### config.mk
export PLATFORM = sky130hd
export DESIGN_NAME = i2c_master_ctrl
export DESIGN_NICKNAME = d
export VERILOG_FILES = /design/src/rtl/i2c_master_ctrl.sv
export SDC_FILE = /design/constraint.sdc
export NUM_CORES = 1
export LEC_CHECK = 0
export CORE_MARGIN = 5
export CORE_UTILIZATION = 31
export DETAILED_ROUTE_END_ITERATION = 6
export PLACE_DENSITY = 0.48
export SYNTH_ARGS = -nofsm -noshare
export SYNTH_HDL_FRONTEND = slang
export SYNTH_SLANG_ARGS = --single-unit
### constraint.sdc
create_clock -name clk -period 3.8 [get_ports clk]
set_clock_uncertainty 0.05 [all_clocks]
set_input_delay 0.38 -clock clk [delete_from_list [all_inputs] [get_ports clk]]
set_output_delay 0.38 -clock clk [all_outputs]
set_load 0.05 [all_outputs]
### src/rtl/i2c_master_ctrl.sv
// Single-byte I2C master: START, address+R/W, ACK, one data byte, ACK slot, STOP
// on open-drain SDA/SCL, with a valid/ready command port and registered line drives.
module i2c_master_ctrl #(
    parameter int         DIV      = 4,
    parameter logic [6:0] DEF_ADDR = 7'd27
) (
    input  logic       clk,
    input  logic       reset,
    input  logic       cmd_valid,
    output logic       cmd_ready,
    input  logic       cmd_addr_sel,
    input  logic [6:0] cmd_addr,
    input  logic       cmd_rw,
    input  logic [7:0] cmd_wdata,
    input  logic       sda_in,
    output logic       sda_drive_low,
    output logic       scl_drive_low,
    output logic       busy,
    output logic       done,
    output logic       nack,
    output logic [7:0] rdata,
    output logic       rdata_valid
);
    localparam int QW = (DIV > 1) ? $clog2(DIV) : 1;

    typedef enum logic [3:0] {
        IDLE, START, ADDR, ACK_A, WR_DATA, ACK_D, RD_DATA, MACK, STOP, DONE
    } state_t;

    state_t        state, state_n;
    logic [QW-1:0] qcnt, qcnt_n;
    logic [1:0]    qtr, qtr_n;
    logic [2:0]    bit_idx, bit_n;
    logic [6:0]    addr_r, addr_n;
    logic          rw_r, rw_n;
    logic [7:0]    wdata_r, wdata_n;
    logic [7:0]    shreg, shreg_n;
    logic          nack_n, rdv_n, sda_n, scl_n;
    logic [7:0]    tx_byte;
    logic          q_last, slot_end, sample_pt;

    assign q_last    = (qcnt == QW'(DIV - 1));
    assign slot_end  = q_last && (qtr == 2'd3);
    assign sample_pt = q_last && (qtr == 2'd2);

    always_comb begin
        state_n = state;
        qcnt_n  = qcnt;
        qtr_n   = qtr;
        bit_n   = bit_idx;
        addr_n  = addr_r;
        rw_n    = rw_r;
        wdata_n = wdata_r;
        shreg_n = shreg;
        nack_n  = nack;
        sda_n   = 1'b0;
        scl_n   = 1'b0;

        if (state != IDLE && state != DONE) begin
            qcnt_n = q_last ? '0 : qcnt + 1'b1;
            if (q_last) qtr_n = qtr + 2'd1;
        end

        case (state)
            IDLE: if (cmd_valid) begin
                addr_n  = cmd_addr_sel ? cmd_addr : DEF_ADDR;
                rw_n    = cmd_rw;
                wdata_n = cmd_wdata;
                nack_n  = 1'b0;
                qcnt_n  = '0;
                qtr_n   = 2'd0;
                bit_n   = 3'd0;
                state_n = START;
            end
            START: if (slot_end) begin
                bit_n   = 3'd0;
                state_n = ADDR;
            end
            ADDR: if (slot_end) begin
                bit_n = bit_idx + 3'd1;
                if (bit_idx == 3'd7) state_n = ACK_A;
            end
            ACK_A: begin
                if (sample_pt && sda_in) nack_n = 1'b1;
                // nack is already registered from the Q2 sample by the slot end
                if (slot_end) begin
                    bit_n   = 3'd0;
                    state_n = nack ? STOP : (rw_r ? RD_DATA : WR_DATA);
                end
            end
            WR_DATA: if (slot_end) begin
                bit_n = bit_idx + 3'd1;
                if (bit_idx == 3'd7) state_n = ACK_D;
            end
            ACK_D: begin
                if (sample_pt && sda_in) nack_n = 1'b1;
                if (slot_end) state_n = STOP;
            end
            RD_DATA: begin
                if (sample_pt) shreg_n = {shreg[6:0], sda_in};
                if (slot_end) begin
                    bit_n = bit_idx + 3'd1;
                    if (bit_idx == 3'd7) state_n = MACK;
                end
            end
            MACK:    if (slot_end) state_n = STOP;
            STOP:    if (slot_end) state_n = DONE;
            DONE:    state_n = IDLE;
            default: state_n = IDLE;
        endcase

        // Line levels follow the next position so the registered drives line up with it
        tx_byte = (state_n == WR_DATA) ? wdata_n : {addr_n, rw_n};
        case (state_n)
            START: sda_n = qtr_n[1];
            ADDR, WR_DATA: begin
                scl_n = !qtr_n[1];
                sda_n = !tx_byte[3'd7 - bit_n];
            end
            ACK_A, ACK_D, RD_DATA, MACK: scl_n = !qtr_n[1];
            STOP: begin
                scl_n = (qtr_n == 2'd0);
                sda_n = !qtr_n[1];
            end
            default: ;
        endcase

        rdv_n = (state_n == DONE) && rw_n && !nack_n;
    end

    always_ff @(posedge clk or negedge reset) begin
        if (!reset) begin
            state         <= IDLE;
            qcnt          <= '0;
            qtr           <= 2'd0;
            bit_idx       <= 3'd0;
            addr_r        <= 7'd0;
            rw_r          <= 1'b0;
            wdata_r       <= 8'd0;
            shreg         <= 8'd0;
            nack          <= 1'b0;
            rdata         <= 8'd0;
            rdata_valid   <= 1'b0;
            done          <= 1'b0;
            busy          <= 1'b0;
            cmd_ready     <= 1'b1;
            sda_drive_low <= 1'b0;
            scl_drive_low <= 1'b0;
        end else begin
            state         <= state_n;
            qcnt          <= qcnt_n;
            qtr           <= qtr_n;
            bit_idx       <= bit_n;
            addr_r        <= addr_n;
            rw_r          <= rw_n;
            wdata_r       <= wdata_n;
            shreg         <= shreg_n;
            nack          <= nack_n;
            rdata_valid   <= rdv_n;
            if (rdv_n) rdata <= shreg_n;
            done          <= (state_n == DONE);
            busy          <= (state_n != IDLE);
            cmd_ready     <= (state_n == IDLE);
            sda_drive_low <= sda_n;
            scl_drive_low <= scl_n;
        end
    end
endmodule

==> results.md <==
• completed — status
• 0.31 ns — clock latency on the worst-skew pair
• 0.0101 sq mm — full die area
• 1881 — via count of the first global-routing pass
• mux4_2 — slowest stage cell on the critical path
• ha_1 > nand2_1 > ha_1 > nor3_1 > a31oi_1 > o21ai_1 > buf_4 > mux4_2 > or3_1 > a41o_1 > o221ai_2 — worst-path cell chain
• 0.613 ns — worst path setup slack after routing
• 0 — max capacitance violation total
• 0 — initial antenna violation count
• 223 — instance count of the mapped netlist
• 4040 um — sum of net half-perimeters after detailed placement
• 5450 um — Routed WL
• 0.405 — share of total power in sequential cells
• 9360 um — first-pass GRT wire length
• 0.00255 sq mm — total standard cell area after synthesis
• 2 — CTS H-tree lvls
• 0 — EDFF count, synth
• 0.314 — Initial Util
• 0.49 ns — Worst path max stage delay
• 101 um — die outline height
• 3.19 ns — fin crit period
• 286 — Final Net Count
• 817 — final-layout fill cell count
• 0.427 — logic gate share of total power
• 0.839 — GP Congestion
• 250 — number of nets in the synthesized netlist
• 641 mW/mm^2 — total power density per cell area
• 0 — diode count
• built — TritonCTS clock tree
• 0 — count of final setup violators
• register — Setup crit end kind
• 36 — top-level I/O count
• 0.839 — portion of the clock cycle consumed by the worst path in the final layout
• 0.491 — sequential fraction of the synthesis area
• 2 — number of buffers between clock root and the deepest sink
• 53 — Unique masters post-synth
• 0.00813 sq mm — core area
• 4 — number of detailed-routing iterations run before antenna repair
• 0.10 ns — register clock-pin slew on the reported worst setup and hold paths
• 801 uW — power dissipated by switching net loads
• dfrtp_1 — dominant register cell in the synthesized netlist
• 0.116 — overall fraction of global-route tracks in use
• false — RSZ-0062 raised after global routing
• 38 — maximum number of pins on one net before global-route repair
• 3.37 ns — Critical Path AT
• 1.00 — async set-reset flop share out of synthesis
• 0 — DRC viols
• 0.571 — normalized max-slew margin
• 0.00299 sq mm — total placed instance area
• 0 — number of hold violations in the final report
• 0.615 ns — setup slack after placement
• 0 ns — Total Negative Setup Slacks
• 1780 — via count of the routed design
• 0 — post-detailed-route count of antenna-violating nets
• register — critical path launch point type
• 0 — total overflow reported by the global router
• 14.9 um — routed wirelength normalized by instance count
• 0.212 — fraction of final layout cells sized beyond drive strength 1
• 0.00136 uW — reported leakage power
• 0.314 GHz — maximum clock frequency
• 50 — number of sinks on the clock net
• 0.00310 sq mm — total non-filler cell area in the finished layout
• ha_1 — most repeated library cell on the critical path
• 3.98 ns — CP Data Required Time
• 0.169 — relative contribution of the clock network to total power
• 14 — highest net fanout along the worst path
• 0 — number of setup buffers added after CTS
• 11.4 sq um — Syn Area/Cell
• 4.88 — vias per cell
• 33 — Site Rows
• 0.640 ns — pin slew with the least headroom to its limit
• 35 — quantity of I/O buffers inserted on ports
• register to register — critical path type
• 0 — total count of max-transition violations in the final report
• primary input to async pin — class of the tightest hold or removal check
• 122 — Detailed Route Iter0 Violations
• 5 — number of clock buffers inserted by TritonCTS
• 21.4% — area added between synthesis and finish
• 0.403 — proportion of total power due to net switching
• clkbuf_8 — root cell of the clock tree
• 1180 uW — internal power
• 50 — number of flip-flops and latches in the synthesized netlist
• 101 um — horizontal die dimension
• 0.000183 V — maximum VDD drop
• 0 — YS warnings
[metal layers]
metal / GRT usage / up-vias / wire length (um)
li1: - / 877 / -
met1: 0.162 / 865 / 2670
met2: 0.176 / 27 / 2470
met3: 0.0235 / 11 / 165
met4: 0.0508 / 0 / 146
met5: 0 / - / 0
[critical path: cells and delay by family (launching register included)]
family	cells	cell delay, ns
fa+ha+maj	2	0.80
flops	1	0.42
buf+inv	1	0.16
simple gates	3	0.74
mux	1	0.49
compound gates	4	0.45
[power groups by stage]
| stage | sequential, uW | clock, uW | combinational, uW |
|---|---|---|---|
| global route | 826 | 377 | 956 |
| global placement | 814 | 0 | 847 |
| detailed placement | 815 | 0 | 858 |
| CTS | 804 | 349 | 862 |
| floorplan | 808 | 0 | 656 |
| finish | 804 | 335 | 847 |
[sequential cells by signal, summed over array words and instances, names as in the netlist]
name           flops
addr_r             7
bit_idx            3
busy               1
cmd_ready          1
done               1
nack               1
qcnt               2
qtr                2
rdata              8
rdata_valid        1
rw_r               1
scl_drive_low      1
sda_drive_low      1
shreg              8
state              4
wdata_r            8
[stage by stage]
step           std cells  power [uW]  utilization  hold slack (ns)
3_3_place_gp         356        1660        0.367            0.260
6_report             365        1990        0.381            0.440
2_1_floorplan        223        1460            -           0.0344
4_1_cts              365        2020        0.381            0.453
5_1_grt              365        2160        0.381            0.469
3_5_place_dp         356        1670        0.367            0.260
[what timing repair did]
action,in CTS,in global routing
hold endpoints to repair,12,0
endpoints found under the setup margin,0,0
gates resized for setup,0,0
hold buffers,1,0
[path summary, 6_finish.rpt]
kind                            cells past startpoint                  from                      end  slack, ns
worst max-delay path                               11     qcnt[0]$_DFF_PN0_  sda_drive_low$_DFF_PN0_       0.61
worst min-delay path                                2                 reset        qcnt[1]$_DFF_PN0_       0.44
worst max register to register                     11     qcnt[0]$_DFF_PN0_  sda_drive_low$_DFF_PN0_       0.61
worst min register to register                      1  wdata_r[1]$_DFF_PN0_     wdata_r[1]$_DFF_PN0_       0.46
max in group asynchronous                           3                 reset      addr_r[0]$_DFF_PN0_       2.48
min in group clk                                    1  wdata_r[1]$_DFF_PN0_     wdata_r[1]$_DFF_PN0_       0.46
[layout make-up]
class | instances | area [sq um] | share of cell area
flip-flops and latches | 50 | 1250 | 0.404
multi-input cells | 149 | 1180 | 0.380
repair buffers | 41 | 393 | 0.127
well taps | 105 | 131 | 0.0424
clock buffers | 5 | 68.8 | 0.0222
inverters | 12 | 45.0 | 0.0145
clock inverters | 3 | 28.8 | 0.00929
[logic make-up (layout without fill, tap and decap cells)]
kind of cell / count (synthesis) / in the layout / synth area share
muxes: 34 / 34 / 0.158
AOI/OAI and AO/OA: 43 / 43 / 0.127
DFF: 50 / 50 / 0.491
adders and majority gates: 6 / 6 / 0.0294
and+or+nand+nor: 65 / 65 / 0.144
xor gates and xnor gates: 1 / 1 / 0.00343
buffers and inverters: 24 / 61 / 0.0476
[cells in the mapped netlist, types with 4 or more instances]
cell type,number,share of area
buf_2,4,0.0078
ha_1,6,0.029
o21ai_0,7,0.014
nand2_1,19,0.028
nor2_1,12,0.018
mux2i_1,4,0.016
mux2_2,26,0.11
nand3_1,7,0.014
dfrtp_1,49,0.48
nor2b_1,4,0.0098
a21oi_1,9,0.018
inv_1,12,0.018
nand2b_1,4,0.0098
[cells in the final DEF (no fill, tap or decap), types with 2 or more instances in the layout]
| master | n |
|---|---|
| dfrtp_1 | 49 |
| clkdlybuf4s50_1 | 34 |
| mux2_2 | 26 |
| nand2_1 | 19 |
| nor2_1 | 12 |
| inv_1 | 12 |
| a21oi_1 | 9 |
| nand3_1 | 7 |
| o21ai_0 | 7 |
| ha_1 | 6 |
| clkbuf_8 | 5 |
| buf_4 | 5 |
| nor2b_1 | 4 |
| nand2b_1 | 4 |
| mux2i_1 | 4 |
| nand4_1 | 3 |
| o21ai_1 | 3 |
| a31oi_1 | 3 |
| or3_1 | 3 |
| a211oi_1 | 2 |
| or2_1 | 2 |
| o2111ai_1 | 2 |
| o31ai_1 | 2 |
| nor3_1 | 2 |
| mux4_2 | 2 |
| a32oi_1 | 2 |
| o221ai_1 | 2 |
Note: power is estimated with default switching activity, not from simulation.
